<file path="config.mk">
export PLATFORM = sky130hd
export DESIGN_NAME = max_pool
export DESIGN_NICKNAME = d
export VERILOG_FILES = /design/src/rtl/max_pool.sv
export SDC_FILE = /design/constraint.sdc
export NUM_CORES = 1
export LEC_CHECK = 0
export ABC_AREA = 0
export ABC_CLOCK_PERIOD_IN_PS = 9300
export CORE_MARGIN = 2
export CORE_UTILIZATION = 40
export DETAILED_ROUTE_END_ITERATION = 16
export PLACE_DENSITY = 0.67
export SLEW_MARGIN = 10
export SYNTH_ARGS = -nofsm -noshare
export SYNTH_HDL_FRONTEND = slang
export SYNTH_SLANG_ARGS = --single-unit
</file>
<file path="constraint.sdc">
create_clock -name clk -period 9.3 [get_ports clk]
set_input_delay 0.93 -clock clk [delete_from_list [all_inputs] [get_ports clk]]
set_output_delay 0.93 -clock clk [all_outputs]
set_load 0.02 [all_outputs]
</file>
<file path="src/rtl/max_pool.sv">
// max_pool: streaming max-pool over an HWC feature map, one window element read per cycle
// and one write per output sample, with optional ReLU on the pooled value.
module max_pool #(
  parameter int DATA_WIDTH    = 16,
  parameter int IN_ADR_WIDTH  = 16,
  parameter int OUT_ADR_WIDTH = 16,
  parameter int IN_WIDTH      = 26,
  parameter int IN_HEIGHT     = 26,
  parameter int CHANNEL       = 8,
  parameter int POOL          = 2,
  parameter int RELU_EN       = 1
) (
  input  logic                     clk,
  input  logic                     rst_n,
  input  logic                     start,
  output logic                     done,
  output logic [IN_ADR_WIDTH-1:0]  out_adrIn,
  input  logic [DATA_WIDTH-1:0]    in_dataIn,
  output logic [OUT_ADR_WIDTH-1:0] out_adrOut,
  output logic [DATA_WIDTH-1:0]    out_dataOut,
  output logic                     out_wr
);
  localparam int OUT_W = IN_WIDTH / POOL;
  localparam int OUT_H = IN_HEIGHT / POOL;
  localparam int YW = $clog2(OUT_H > 1 ? OUT_H : 2);
  localparam int XW = $clog2(OUT_W > 1 ? OUT_W : 2);
  localparam int CW = $clog2(CHANNEL > 1 ? CHANNEL : 2);
  localparam int PW = $clog2(POOL);
  localparam logic [1:0] IDLE = 2'd0, READ = 2'd1, WRITE = 2'd2;

  logic [1:0] state;
  logic [YW-1:0] oy;
  logic [XW-1:0] ox;
  logic [CW-1:0] ch;
  logic [PW-1:0] py, px;
  logic signed [DATA_WIDTH-1:0] maxReg;
  logic pxLast, pyLast, chLast, oxLast, oyLast, firstElem;

  assign pxLast    = px == PW'(POOL - 1);
  assign pyLast    = py == PW'(POOL - 1);
  assign chLast    = ch == CW'(CHANNEL - 1);
  assign oxLast    = ox == XW'(OUT_W - 1);
  assign oyLast    = oy == YW'(OUT_H - 1);
  assign firstElem = px == '0 && py == '0;

  assign done        = state == IDLE;
  assign out_wr      = state == WRITE;
  assign out_dataOut = (RELU_EN != 0 && maxReg < 0) ? '0 : maxReg;
  assign out_adrIn   = IN_ADR_WIDTH'(((32'(oy) * POOL + 32'(py)) * IN_WIDTH
                       + 32'(ox) * POOL + 32'(px)) * CHANNEL + 32'(ch));
  assign out_adrOut  = OUT_ADR_WIDTH'((32'(oy) * OUT_W + 32'(ox)) * CHANNEL + 32'(ch));

  // Counters return to zero on the final write, so IDLE always sees them cleared.
  always_ff @(posedge clk or negedge rst_n) begin
    if (!rst_n) begin
      state  <= IDLE;
      oy     <= '0;
      ox     <= '0;
      ch     <= '0;
      py     <= '0;
      px     <= '0;
      maxReg <= '0;
    end else begin
      case (state)
        IDLE: state <= start ? READ : IDLE;
        READ: begin
          maxReg <= (firstElem || $signed(in_dataIn) > maxReg) ? $signed(in_dataIn) : maxReg;
          px     <= pxLast ? '0 : px + 1'b1;
          if (pxLast) py <= pyLast ? '0 : py + 1'b1;
          if (pxLast && pyLast) state <= WRITE;
        end
        WRITE: begin
          ch <= chLast ? '0 : ch + 1'b1;
          if (chLast) ox <= oxLast ? '0 : ox + 1'b1;
          if (chLast && oxLast) oy <= oyLast ? '0 : oy + 1'b1;
          state <= (chLast && oxLast && oyLast) ? IDLE : READ;
        end
        default: state <= IDLE;
      endcase
    end
  end
endmodule
</file>
[Yosys cells after proc, flatten, opt, wreduce, memory -nomap -nowiden]
Cells that the tools add are included.
Storage, ports and cells
  word-level logic and storage cells: 50
  register bits after elaboration: 31
Operators by class
  $mul: 2
  add/sub/neg operators: 11
  bitwise logic cells: 2
  reduce and logical (&&, ||, !) cells: 10
  equal/unequal tests: 6
  muxes and demuxes: 10
  magnitude comparators: 2
Operators with widths (number)
  16-bit by 3-bit adder with 16-bit output: 1
  16-bit greater-than comparator: 1
  16-bit by 1-bit < comparator with 1-bit output (second input constant): 1
  16-bit two-way mux: 1
  12-bit by 1-bit adder with 13-bit output: 1
  12-bit by 3-bit adder with 13-bit output: 1
  11-bit by 5-bit adder with 12-bit output: 1
  6-bit by 4-bit multiplier with 10-bit output (second input constant): 1
  8-bit by 4-bit adder with 9-bit output: 1
  4-bit by 1-bit adder with 4-bit output (second input constant): 2
  4-bit == test (second input constant): 2
  4-bit by 4-bit multiplier with 8-bit output (second input constant): 1
  4-bit two-way mux: 2
  2-bit AND reduction: 4
  5-bit by 1-bit adder with 6-bit output: 1
  2-bit case mux with 3 select lines: 1
  1-bit logical AND: 4
  1-bit two-way mux: 4
  3-bit by 1-bit adder with 3-bit output (second input constant): 1
  3-bit == test (second input constant): 1
  3-bit two-way mux: 1
  1-bit adder (second input constant): 2
  2-bit by 1-bit == test with 1-bit output (second input constant): 1
  2-bit == test (second input constant): 1
  5 further kinds: 6

[Logic depth before layout (Yosys ltp)]
  depth in word-level cells: 5
  gate-level depth with buffers: 13

[Worst setup path before layout]
OpenSTA, ideal clock, no wires.
  path type: register -> output
  start: register oy[0]
  end: output out_adrIn[14]
  path buffers: 0
  required time: 8370 ps
  data arrival time: 3089 ps
  cell stages (with the launch flop): 12
  path slack: 5281 ps
  path through: dfrtp_1 inv_1 ha_1 fa_1 inv_1 fa_1 nor2b_1 o21ai_0 nand2_1 xor2_1 nand3_1 nor3b_1
Between the ends
  cells in the longest elaborated chain, start to end: 5
RTL lines
  start: declaration: RTL line 32  | logic [YW-1:0] oy;
  start signal: assignment: RTL line 75  | if (chLast && oxLast) oy <= oyLast ? '0 : oy + 1'b1;
  5-bit by 1-bit adder with 6-bit output: RTL line 49  | assign out_adrIn = IN_ADR_WIDTH'(((32'(oy) * POOL + 32'(py)) * IN_WIDTH
  6-bit by 4-bit multiplier with 10-bit output: RTL line 49
  11-bit by 5-bit adder with 12-bit output: RTL line 50  | + 32'(ox) * POOL + 32'(px)) * CHANNEL + 32'(ch));
  12-bit by 1-bit adder with 13-bit output: RTL line 50
  16-bit by 3-bit adder with 16-bit output: RTL line 50
  end: declaration: RTL line 17  | output logic [IN_ADR_WIDTH-1:0] out_adrIn,
Every way passes these cells.

[Worst setup path after layout]
  start: register oy[0]
  end: output out_adrOut[10]
Between the ends
  cells in the longest elaborated chain, start to end: 3
RTL lines
  4-bit by 4-bit multiplier with 8-bit output: RTL line 51  | assign out_adrOut = OUT_ADR_WIDTH'((32'(oy) * OUT_W + 32'(ox)) * CHANNEL + 32'(ch));
  8-bit by 4-bit adder with 9-bit output: RTL line 51
  12-bit by 3-bit adder with 13-bit output: RTL line 51
  end: declaration: RTL line 19  | output logic [OUT_ADR_WIDTH-1:0] out_adrOut,
Every way passes these cells.

==> metrics.cfg <==
[timing]
final_hold_viol_count=0
max_slew_margin_pct=31.31
drv_slew=0
fmax_mhz=206.9
post-route-min-period_ns=4.833
setup_tns_ns=0
timing.final.crit_share_pct=51.97
finClkSkew_ns=0.005463
setup_viol=0
rsz0062_at_grt=no
tightest_slew_ns=1.030

[route]
drtAntennaViolNets=0
wl_per_cell_microns=12.21
drt_iter0_drc=60
finalWirelength_mm=5.483
firstDrtPassIters=4
drc=0
vias_per_cell=4.786
vias=2149

[pwr]
p_leak_uw=0.001880
vdd_drop_max_mv=0.1429
power_per_cell_area_nw_per_um2=120.2
power_uw=434.0

[synthesis]
synth_area_leaders=dfrtp_1 (27%), ha_1 (23%), mux2_4 (5.2%)
syn_inst=293
synth_ff_type=dfrtp_1
synth.avg_cell_area_sq_um=9.805
ys_async_sr_fraction_pct=100.0
synth_top_area_cell=dfrtp_1
synth_seq_cells=31
synth_cell_type_count=42
syn-cell-area_sq_um=2873
synth_edf_count=0
ys.warnings.count=0
yosysSeqAreaShare_pct=27.00
yosys.area.top_type_share_pct=27.00

[clocking]
post_cts_buffers=0
cts_tree=yes
path_clk_slew_ns=0.06
cts-htree-levels=2
cts_repair_resize_count=0
cts-hold-fix-buffers=0
cts.sink_count=31
clock_latency_ns=0.27
cts_max_path_buffers=2
cts_buffers=5
clock-root-buffer=clkbuf_8

[worst_hold_path]
hold_class=flop to flop

[global_routing]
grt_start_max_net_pins=32
grt_pass1_wl_mm=9.183
grt_overflow=0
grt_pass1_vias=2036
antenna_found_initial=0
track_usage_pct=14.78

[final_layout]
fillers=649
multi_input_area_sq_um=1856
layout-drive-gt1-share_pct=8.782
layoutNonFillerInstCount=449
syn_to_final_growth_pct=25.65
num_antenna_cells=0
nets=430
regArea_sq_um=775.7

[place]
dp_cells=442
gp_congestion=0.8646
port_buffers=62
dp_hpwl_mm=4.375

[die]
start_util_pct=41.82
coreArea_sq_um=6869
die_w_microns=88.75
io_pins=69
rows=30
die_area_sq_um=7876
die_y_microns=88.75

[run_status]
outcome=finished, final reports clean

[worst_setup_path]
cp_max_fo=7
cp-start-kind=flop
cp.arrival_ns=3.90
critPathKind=flop to output port
required_ns=8.37
critical_path.endpoint_type=output port

[job]
drv_cap=0

-- report_power, final --
part	internal [uW]	total (uW)	switching, uW
clock network	57.9	104	46.5
registers	153	168	15.0
logic	84.3	161	76.7
total	296	434	138
-- state kept, by name, summed over array words and instances, names as in the netlist --
signal  count
maxReg     16
ox          4
oy          4
ch          3
state       2
px          1
py          1
-- metal layers --
layer	up-vias	GRT usage, %	wire (microns)
met4	0	4.132	44
met5	-	0	0
met1	999	20.58	2674
li1	1100	-	-
met2	46	23.20	2516
met3	4	3.172	247
-- final cells by class --
cell class	instances	share of cell area, %
clock buffers	6	2.288
clock inverters	1	0.1386
inverters	38	3.951
multi-input cells	214	51.40
flip-flops and latches	31	21.49
well taps	96	3.328
repair buffers	63	17.40
-- final timing paths --
path                       cells after the start  startpoint             end  slack [ns]
max                                           14       oy[0]  out_adrOut[10]        4.47
min                                            1   maxReg[9]       maxReg[9]        0.50
max reg2reg                                    8  maxReg[15]       maxReg[7]        5.86
min reg2reg                                    1   maxReg[9]       maxReg[9]        0.50
max in group asynchronous                      2       rst_n      maxReg[11]        7.96
min in group asynchronous                      2       rst_n       maxReg[3]        1.04
-- stage by stage --
step | util [%] | setup slack [ns] | instance area, sq um | hold WS (ns)
2_1_floorplan | - | 5.281 | 2892 | 0.4793
4_1_cts | 52.55 | 4.435 | 3610 | 0.5067
5_1_grt | 52.55 | 4.133 | 3610 | 0.5220
3_5_place_dp | 51.28 | 4.748 | 3522 | 0.4914
3_3_place_gp | 51.28 | 4.817 | 3522 | 0.4869
6_report | 52.55 | 4.467 | 3610 | 0.5027
-- placed cells by master, fill, tap and decap left out, types with 3 or more instances in the layout --
| master | synthesis | final |
|---|---|---|
| nor2_1 | 24 | 24 |
| fa_1 | 6 | 6 |
| nand4_1 | 3 | 3 |
| inv_1 | 38 | 38 |
| mux2_2 | 10 | 10 |
| nand3_1 | 7 | 7 |
| o21bai_1 | 3 | 3 |
| nand2_1 | 9 | 9 |
| a21oi_1 | 13 | 13 |
| xor2_1 | 11 | 11 |
| nor2b_1 | 6 | 6 |
| a21o_1 | 8 | 8 |
| xnor2_1 | 11 | 11 |
| ha_1 | 52 | 52 |
| clkbuf_8 | 0 | 6 |
| o21ai_0 | 11 | 11 |
| mux2_4 | 10 | 10 |
| conb_1 | 1 | 6 |
| dfrtp_1 | 31 | 31 |
| clkdlybuf4s50_1 | 0 | 62 |
-- cell usage after synthesis, drive strengths merged (2+ instances only) --
cell type,number
buf,12
xor2,11
inv,38
ha,52
nand2,9
a21o,8
dfrtp,31
nor2b,6
nand2b,2
clkbuf,3
a21oi,14
and2,2
o21ai,11
o21bai,3
nand4,4
xnor2,11
nand3,7
fa,6
nor2,24
mux2,20
nor3,2
o31a,2
-- logic make-up after synthesis --
| group | count (synthesis) | synth area share (%) |
|---|---|---|
| AOI/OAI and AO/OA | 46 | 10.45 |
| xor gates and xnor gates | 22 | 6.707 |
| adders and majority gates | 58 | 26.83 |
| buffers and inverters | 53 | 9.059 |
| DFF | 31 | 27.00 |
| muxes | 20 | 9.146 |
| other | 1 | 0.1305 |
| and+or+nand+nor | 62 | 10.67 |
-- critical path: stages (launching register included) --
cell	delay [ns]
dfrtp_1	0.46
inv_1	0.15
ha_1	0.37
ha_1	0.29
inv_1	0.05
fa_1	0.50
inv_1	0.04
ha_1	0.33
a21o_1	0.19
a21oi_1	0.22
inv_1	0.07
a21oi_1	0.14
o21bai_1	0.08
xor2_1	0.12
clkdlybuf4s50_1	0.61
No activity file was read; power rests on OpenSTA's default activity.
